## src/rtl/ws_pe_if.sv

```systemverilog
// Bundled north/west inputs and south/east outputs of one weight-stationary PE.
// The master drives the in_* side; the slave is the PE, which drives out_* and sat_flag.
interface ws_pe_if #(
  parameter int PSUM_W = 24
);
  logic [7:0]        in_w;
  logic              in_w_valid;
  logic              in_w_swap;
  logic [7:0]        out_w;
  logic              out_w_valid;
  logic              out_w_swap;
  logic [7:0]        in_act;
  logic              in_act_valid;
  logic [7:0]        out_act;
  logic              out_act_valid;
  logic [PSUM_W-1:0] in_psum;
  logic              in_psum_valid;
  logic [PSUM_W-1:0] out_psum;
  logic              out_psum_valid;
  logic              sat_flag;

  // Valids are plain per-cycle qualifiers; there is no ready or backpressure.
  // The whole array stalls together through the global en input.
  modport master (
    output in_w, in_w_valid, in_w_swap, in_act, in_act_valid, in_psum, in_psum_valid,
    input  out_w, out_w_valid, out_w_swap, out_act, out_act_valid, out_psum,
           out_psum_valid, sat_flag
  );

  modport slave (
    input  in_w, in_w_valid, in_w_swap, in_act, in_act_valid, in_psum, in_psum_valid,
    output out_w, out_w_valid, out_w_swap, out_act, out_act_valid, out_psum,
           out_psum_valid, sat_flag
  );
endinterface

```

## src/rtl/ws_pe_mac.sv

```systemverilog
// Weight-stationary systolic PE: shadow/active weight pair, activation forwarding, registered MAC.
// Define WS_PE_SAT_EN to clamp the partial sum and enable the sticky sat_flag; default wraps.
module ws_pe_mac #(
  parameter int PSUM_W = 24,
  parameter int DATA_W = 8
) (
  input  logic   clk,
  input  logic   rst_n,
  input  logic   en,
  ws_pe_if.slave bus
);
  localparam int PROD_W = 2 * DATA_W;

  logic signed [DATA_W-1:0] shadow_w;
  logic signed [DATA_W-1:0] active_w;
  logic        [DATA_W-1:0] out_w_q;
  logic                     out_w_valid_q;
  logic                     out_w_swap_q;
  logic        [DATA_W-1:0] out_act_q;
  logic                     out_act_valid_q;
  logic        [PSUM_W-1:0] out_psum_q;
  logic                     out_psum_valid_q;

  logic signed [PROD_W-1:0] prod;
  logic        [PSUM_W-1:0] psum_in_eff;
  logic        [PSUM_W-1:0] psum_next;

  // 16-bit signed product holds +16384 (-128 * -128) exactly.
  assign prod        = $signed(bus.in_act) * active_w;
  assign psum_in_eff = bus.in_psum_valid ? bus.in_psum : '0;

`ifdef WS_PE_SAT_EN
  logic [PSUM_W:0] sum_ext;
  logic            sum_ovf;
  logic            sat_q;

  always_comb begin
    sum_ext   = {{(PSUM_W + 1 - PROD_W){prod[PROD_W-1]}}, prod}
              + {psum_in_eff[PSUM_W-1], psum_in_eff};
    // The extra top bit disagreeing with the PSUM_W sign bit means the sum left range.
    sum_ovf   = sum_ext[PSUM_W] ^ sum_ext[PSUM_W-1];
    psum_next = sum_ext[PSUM_W-1:0];
    if (sum_ovf) begin
      psum_next = sum_ext[PSUM_W] ? {1'b1, {(PSUM_W - 1){1'b0}}}
                                  : {1'b0, {(PSUM_W - 1){1'b1}}};
    end
  end

  always_ff @(posedge clk) begin
    if (!rst_n) begin
      sat_q <= 1'b0;
    end else if (en && bus.in_act_valid && sum_ovf) begin
      sat_q <= 1'b1;
    end
  end

  assign bus.sat_flag = sat_q;
`else
  // Wrapping modulo 2^PSUM_W is the same as dropping the carry out of an PSUM_W-bit add.
  assign psum_next    = {{(PSUM_W - PROD_W){prod[PROD_W-1]}}, prod} + psum_in_eff;
  assign bus.sat_flag = 1'b0;
`endif

  always_ff @(posedge clk) begin
    if (!rst_n) begin
      shadow_w         <= '0;
      active_w         <= '0;
      out_w_q          <= '0;
      out_w_valid_q    <= 1'b0;
      out_w_swap_q     <= 1'b0;
      out_act_q        <= '0;
      out_act_valid_q  <= 1'b0;
      out_psum_q       <= '0;
      out_psum_valid_q <= 1'b0;
    end else if (en) begin
      out_w_valid_q    <= bus.in_w_valid;
      out_w_swap_q     <= bus.in_w_swap;
      out_act_q        <= bus.in_act;
      out_act_valid_q  <= bus.in_act_valid;
      out_psum_valid_q <= bus.in_act_valid;
      if (bus.in_w_valid) begin
        shadow_w <= bus.in_w;
        out_w_q  <= shadow_w;
      end
      // Swap and MAC both see the pre-edge shadow/active values.
      if (bus.in_w_swap) begin
        active_w <= shadow_w;
      end
      if (bus.in_act_valid) begin
        out_psum_q <= psum_next;
      end
    end
  end

  assign bus.out_w          = out_w_q;
  assign bus.out_w_valid    = out_w_valid_q;
  assign bus.out_w_swap     = out_w_swap_q;
  assign bus.out_act        = out_act_q;
  assign bus.out_act_valid  = out_act_valid_q;
  assign bus.out_psum       = out_psum_q;
  assign bus.out_psum_valid = out_psum_valid_q;
endmodule
```

## src/flat_wrapper.sv

```systemverilog
// flat-port wrapper written by rule: the top's interface ports become plain ports
module ws_pe_mac_flat 
#(
  parameter int PSUM_W = 24,
  parameter int DATA_W = 8
)
  (clk, rst_n, en, bus_in_w, bus_in_w_valid, bus_in_w_swap, bus_in_act, bus_in_act_valid, bus_in_psum, bus_in_psum_valid, bus_out_w, bus_out_w_valid, bus_out_w_swap, bus_out_act, bus_out_act_valid, bus_out_psum, bus_out_psum_valid, bus_sat_flag);
  ws_pe_if #(.PSUM_W(PSUM_W)) bus_i ();
  input  logic clk;
  input  logic rst_n;
  input  logic en;
  input wire logic [$bits(bus_i.in_w)-1:0] bus_in_w;
  input wire logic [$bits(bus_i.in_w_valid)-1:0] bus_in_w_valid;
  input wire logic [$bits(bus_i.in_w_swap)-1:0] bus_in_w_swap;
  input wire logic [$bits(bus_i.in_act)-1:0] bus_in_act;
  input wire logic [$bits(bus_i.in_act_valid)-1:0] bus_in_act_valid;
  input wire logic [$bits(bus_i.in_psum)-1:0] bus_in_psum;
  input wire logic [$bits(bus_i.in_psum_valid)-1:0] bus_in_psum_valid;
  output wire logic [$bits(bus_i.out_w)-1:0] bus_out_w;
  output wire logic [$bits(bus_i.out_w_valid)-1:0] bus_out_w_valid;
  output wire logic [$bits(bus_i.out_w_swap)-1:0] bus_out_w_swap;
  output wire logic [$bits(bus_i.out_act)-1:0] bus_out_act;
  output wire logic [$bits(bus_i.out_act_valid)-1:0] bus_out_act_valid;
  output wire logic [$bits(bus_i.out_psum)-1:0] bus_out_psum;
  output wire logic [$bits(bus_i.out_psum_valid)-1:0] bus_out_psum_valid;
  output wire logic [$bits(bus_i.sat_flag)-1:0] bus_sat_flag;
  assign bus_i.in_w = bus_in_w;
  assign bus_i.in_w_valid = bus_in_w_valid;
  assign bus_i.in_w_swap = bus_in_w_swap;
  assign bus_i.in_act = bus_in_act;
  assign bus_i.in_act_valid = bus_in_act_valid;
  assign bus_i.in_psum = bus_in_psum;
  assign bus_i.in_psum_valid = bus_in_psum_valid;
  assign bus_out_w = bus_i.out_w;
  assign bus_out_w_valid = bus_i.out_w_valid;
  assign bus_out_w_swap = bus_i.out_w_swap;
  assign bus_out_act = bus_i.out_act;
  assign bus_out_act_valid = bus_i.out_act_valid;
  assign bus_out_psum = bus_i.out_psum;
  assign bus_out_psum_valid = bus_i.out_psum_valid;
  assign bus_sat_flag = bus_i.sat_flag;
  ws_pe_mac #(.PSUM_W(PSUM_W), .DATA_W(DATA_W)) u_core (.clk(clk), .rst_n(rst_n), .en(en), .bus(bus_i));
endmodule
```

## config.mk

```make
export PLATFORM = sky130hd
export DESIGN_NAME = ws_pe_mac_flat
export DESIGN_NICKNAME = d
export VERILOG_FILES = /design/src/rtl/ws_pe_if.sv /design/src/rtl/ws_pe_mac.sv /design/src/flat_wrapper.sv
export SDC_FILE = /design/constraint.sdc
export NUM_CORES = 1
export LEC_CHECK = 0
export CAP_MARGIN = 20
export CELL_PAD_IN_SITES_DETAIL_PLACEMENT = 0
export CELL_PAD_IN_SITES_GLOBAL_PLACEMENT = 1
export CORE_ASPECT_RATIO = 2
export CORE_UTILIZATION = 38
export CTS_CLUSTER_DIAMETER = 120
export DETAILED_ROUTE_END_ITERATION = 10
export GPL_ROUTABILITY_DRIVEN = 1
export PLACE_DENSITY = 0.82
export SKIP_LAST_GASP = 1
export SYNTH_ARGS = -nofsm -noshare
export SYNTH_HDL_FRONTEND = slang
export SYNTH_SLANG_ARGS = --single-unit
```

## constraint.sdc

```tcl
create_clock -name clk -period 6.9 [get_ports clk]
set_input_delay 1.38 -clock clk [delete_from_list [all_inputs] [get_ports clk]]
set_output_delay 1.38 -clock clk [all_outputs]
set_load 0.05 [all_outputs]
```

==> out/metrics.csv <==
metric,value,unit
antenna_found_initial,0,
first_global_vias,5943,
cap_violations,0,
synth_cell_types,58,
powerDensity,133.3,nW/um^2
synth.yosys.seq_area_share,0.1967,
cp.depth,30,
fin_crit_sh,1.007,
r2r_slack,560,ps
first_pass_iters,4,
pre_cts_ws,-922.1,ps
yosys-top-cells-count,"98 x inv_1, 89 x nand2_1, 68 x and2_1",
cts.sinks,59,
syn_avg_cell_area,8.341,um^2
critPathCaptureType,flop,
netlist_instances,720,
path_clk_slew,60,ps
dieWidth,90.90,um
rr_endpoint,u_core.bus.out_psum[23],
clock.fmax,0.1440,GHz
ant_nets,0,
p_sw,0.3692,mW
yosys_warnings,0,
drt-total-wl,16.64,mm
first_iter_violations,127,
synth.area.top_cells,"dfxtp_1 20%, fa_1 19%, ha_1 11%, and2_1 7.1%, inv_1 6.1%",
slew_headroom,0.3241,
hold_viol_final,0,
synth_edf_count,0,
htreeDepth,3,
hpwl,13.32,mm
peakVddDrop,0.0001316,V
clockRootBuffer,clkbuf_16,
core_area,15370,um^2
synth_top_area_frac,0.1967,
grt_usage,0.2105,
status,"finished, violations left",
fin_skew,5.422,ps
min-delay-path-class,flop to flop,
initial_utilization,0.3906,
synth_ff_type,dfxtp_1,
crit_end,u_core.bus.out_psum[23],
final_net_count,1081,
synthMostInstantiatedCell,inv_1,
timing.final.crit_period,6947,ps
switching_share,0.3170,
cp_slowest_cell,fa_1,
cp-start-kind,input port,
antenna_cells,0,
tightest_slew,1014,ps
drc,0,
total_leakage_power,3.988,nW
timing.hold.ws,451.2,ps
setup_viol,1,
pwr-share-seq,0.315,
r2r_cells,27,
ys_ff_latch,59,
synth_fp_nets,875,
die_h,179.8,um
syn_area,6006,um^2
crit_buf_inv,5,
fin_ws,-46.76,ps
wl_per_cell,14.74,um
slew_violations,0,
cp_top_family,adder cells,
cts_made_buffers,9,
dieArea,16340,um^2
rsz0062_at_grt,yes,
layout-drive-gt1-share,0.2449,
cts_tree,built,
io_pins,92,
crit_start,bus_in_act[0],
port_buffers,90,
arrival,7150,ps
critical_path_required,7110,ps
globalplace.congestion,0.8931,
area_growth,45.44,%
critPathKind,input port to flop,
failed_checks,negative setup slack,
clockBufferDepth,2,
clockPowerShare,0.394,
num_vias,5561,
clock_latency,330,ps
crit_fanout,4,
synth_top_cell_by_area,dfxtp_1,
p_int,0.7955,mW
overflow,0,
synthArstFlopShare,0,
grt_pass1_wl,27.46,mm
grt_max_degree,56,
rows,64,
regToRegStartpoint,u_core.active_w[4],
cp_slowest_stage_delay,530,ps
power_frac_comb,0.291,
via_per_inst,4.926,
## worst min path at each step
stage	startpoint	to	slack (ps)	cells past startpoint
6_report	u_core.bus.out_w[6]	u_core.bus.out_w[6]	450	2
5_1_grt	u_core.bus.out_psum[14]	u_core.bus.out_psum[14]	480	2
4_1_cts	u_core.bus.out_w[6]	u_core.bus.out_w[6]	460	2
3_5_place_dp	u_core.bus.out_w[1]	u_core.bus.out_w[1]	450	2
3_3_place_gp	u_core.bus.out_w[6]	u_core.bus.out_w[6]	440	2
2_1_floorplan	u_core.shadow_w[0]	u_core.bus.out_w[0]	450	2
## final cells by class
| type | count | area (um^2) |
|---|---|---|
| tap | 198 | 247.7 |
| clock buffer | 9 | 225.2 |
| fill | 1446 | 6640 |
| inverter | 99 | 374.1 |
| clock inverter | 7 | 77.57 |
| timing repair buffer | 218 | 1877 |
| sequential | 59 | 1181 |
| multi-input combinational | 539 | 4752 |
## cell usage in the layout, fill, tap and decap left out, types with 6 or more instances in the layout
cell type and count:
buf_4 126, inv_1 89, nand2_1 88, clkdlybuf4s50_1 82
a21oi_1 62, and2_1 59, dfxtp_1 59, fa_1 53
ha_1 40, nor2_1 32, xnor2_1 23, nand3_1 18
a21o_1 11, mux2i_1 11, ha_4 11, inv_2 9
and2_4 9, clkbuf_16 9, nor2b_1 8, buf_6 8
o21bai_1 7, xor2_1 7, o21ai_0 7, and3_1 7
a211oi_1 6
## what timing repair did
action                                  4_1_cts  5_1_grt
endpoints found under the hold margin         0        0
hold buffers                                  0        0
gates resized for setup                      64       45
pin swaps                                    40       37
setup buffers                                 5        8
endpoints found under the setup margin        9        8
## per-layer routing
layer / track usage / vias up / share of wire
li1: - / 2762 / -
met1: 0.2007 / 2659 / 0.34
met2: 0.4297 / 110 / 0.60
met3: 0.03384 / 30 / 0.030
met4: 0.08317 / 0 / 0.029
met5: 0 / - / 0
## flip-flops by register name (all words and copies together), names as in the netlist
name and count:
u_core.active_w 8, u_core.bus.out_act 8, u_core.bus.out_act_valid 1, u_core.bus.out_psum 24, u_core.bus.out_w 8, u_core.bus.out_w_swap 1
u_core.bus.out_w_valid 1, u_core.shadow_w 8
## tightest hold or removal path, cell delays in order (launching register included)
cell	delay, ps
dfxtp_1	300
nand2_1	50
a21oi_1	50
## power by group through the flow
| stage | Clock [mW] | Combinational [mW] | Sequential, mW |
|---|---|---|---|
| 2_1_floorplan | 0 | 0.141 | 0.413 |
| 3_3_place_gp | 0 | 0.319 | 0.374 |
| 3_5_place_dp | 0 | 0.320 | 0.373 |
| 4_1_cts | 0.466 | 0.327 | 0.366 |
| 5_1_grt | 0.482 | 0.368 | 0.368 |
| 6_report | 0.459 | 0.339 | 0.366 |
## cell families (layout without fill, tap and decap cells)
logic type,after synthesis,count (layout),synth area share
fa+ha+maj,108,108,0.2950
other cells,1,1,0.0006244
mux,13,13,0.02208
flops,59,59,0.1967
xor+xnor,35,35,0.06146
buf+inv,122,333,0.07750
compound gates,135,135,0.1442
simple gates,247,247,0.2025
## stage by stage
step	util	cells	area [um^2]	TNS (ps)	power (mW)
floorplan	-	720	6092	0	0.5536
global placement	0.5210	1100	8010	-5960	0.6923
detailed placement	0.5210	1100	8010	-6503	0.6937
CTS	0.5479	1121	8424	-57.60	1.160
global route	0.5681	1129	8735	-586.9	1.218
finish	0.5681	1129	8735	-46.76	1.165
Power figures use the tool's default switching activity.
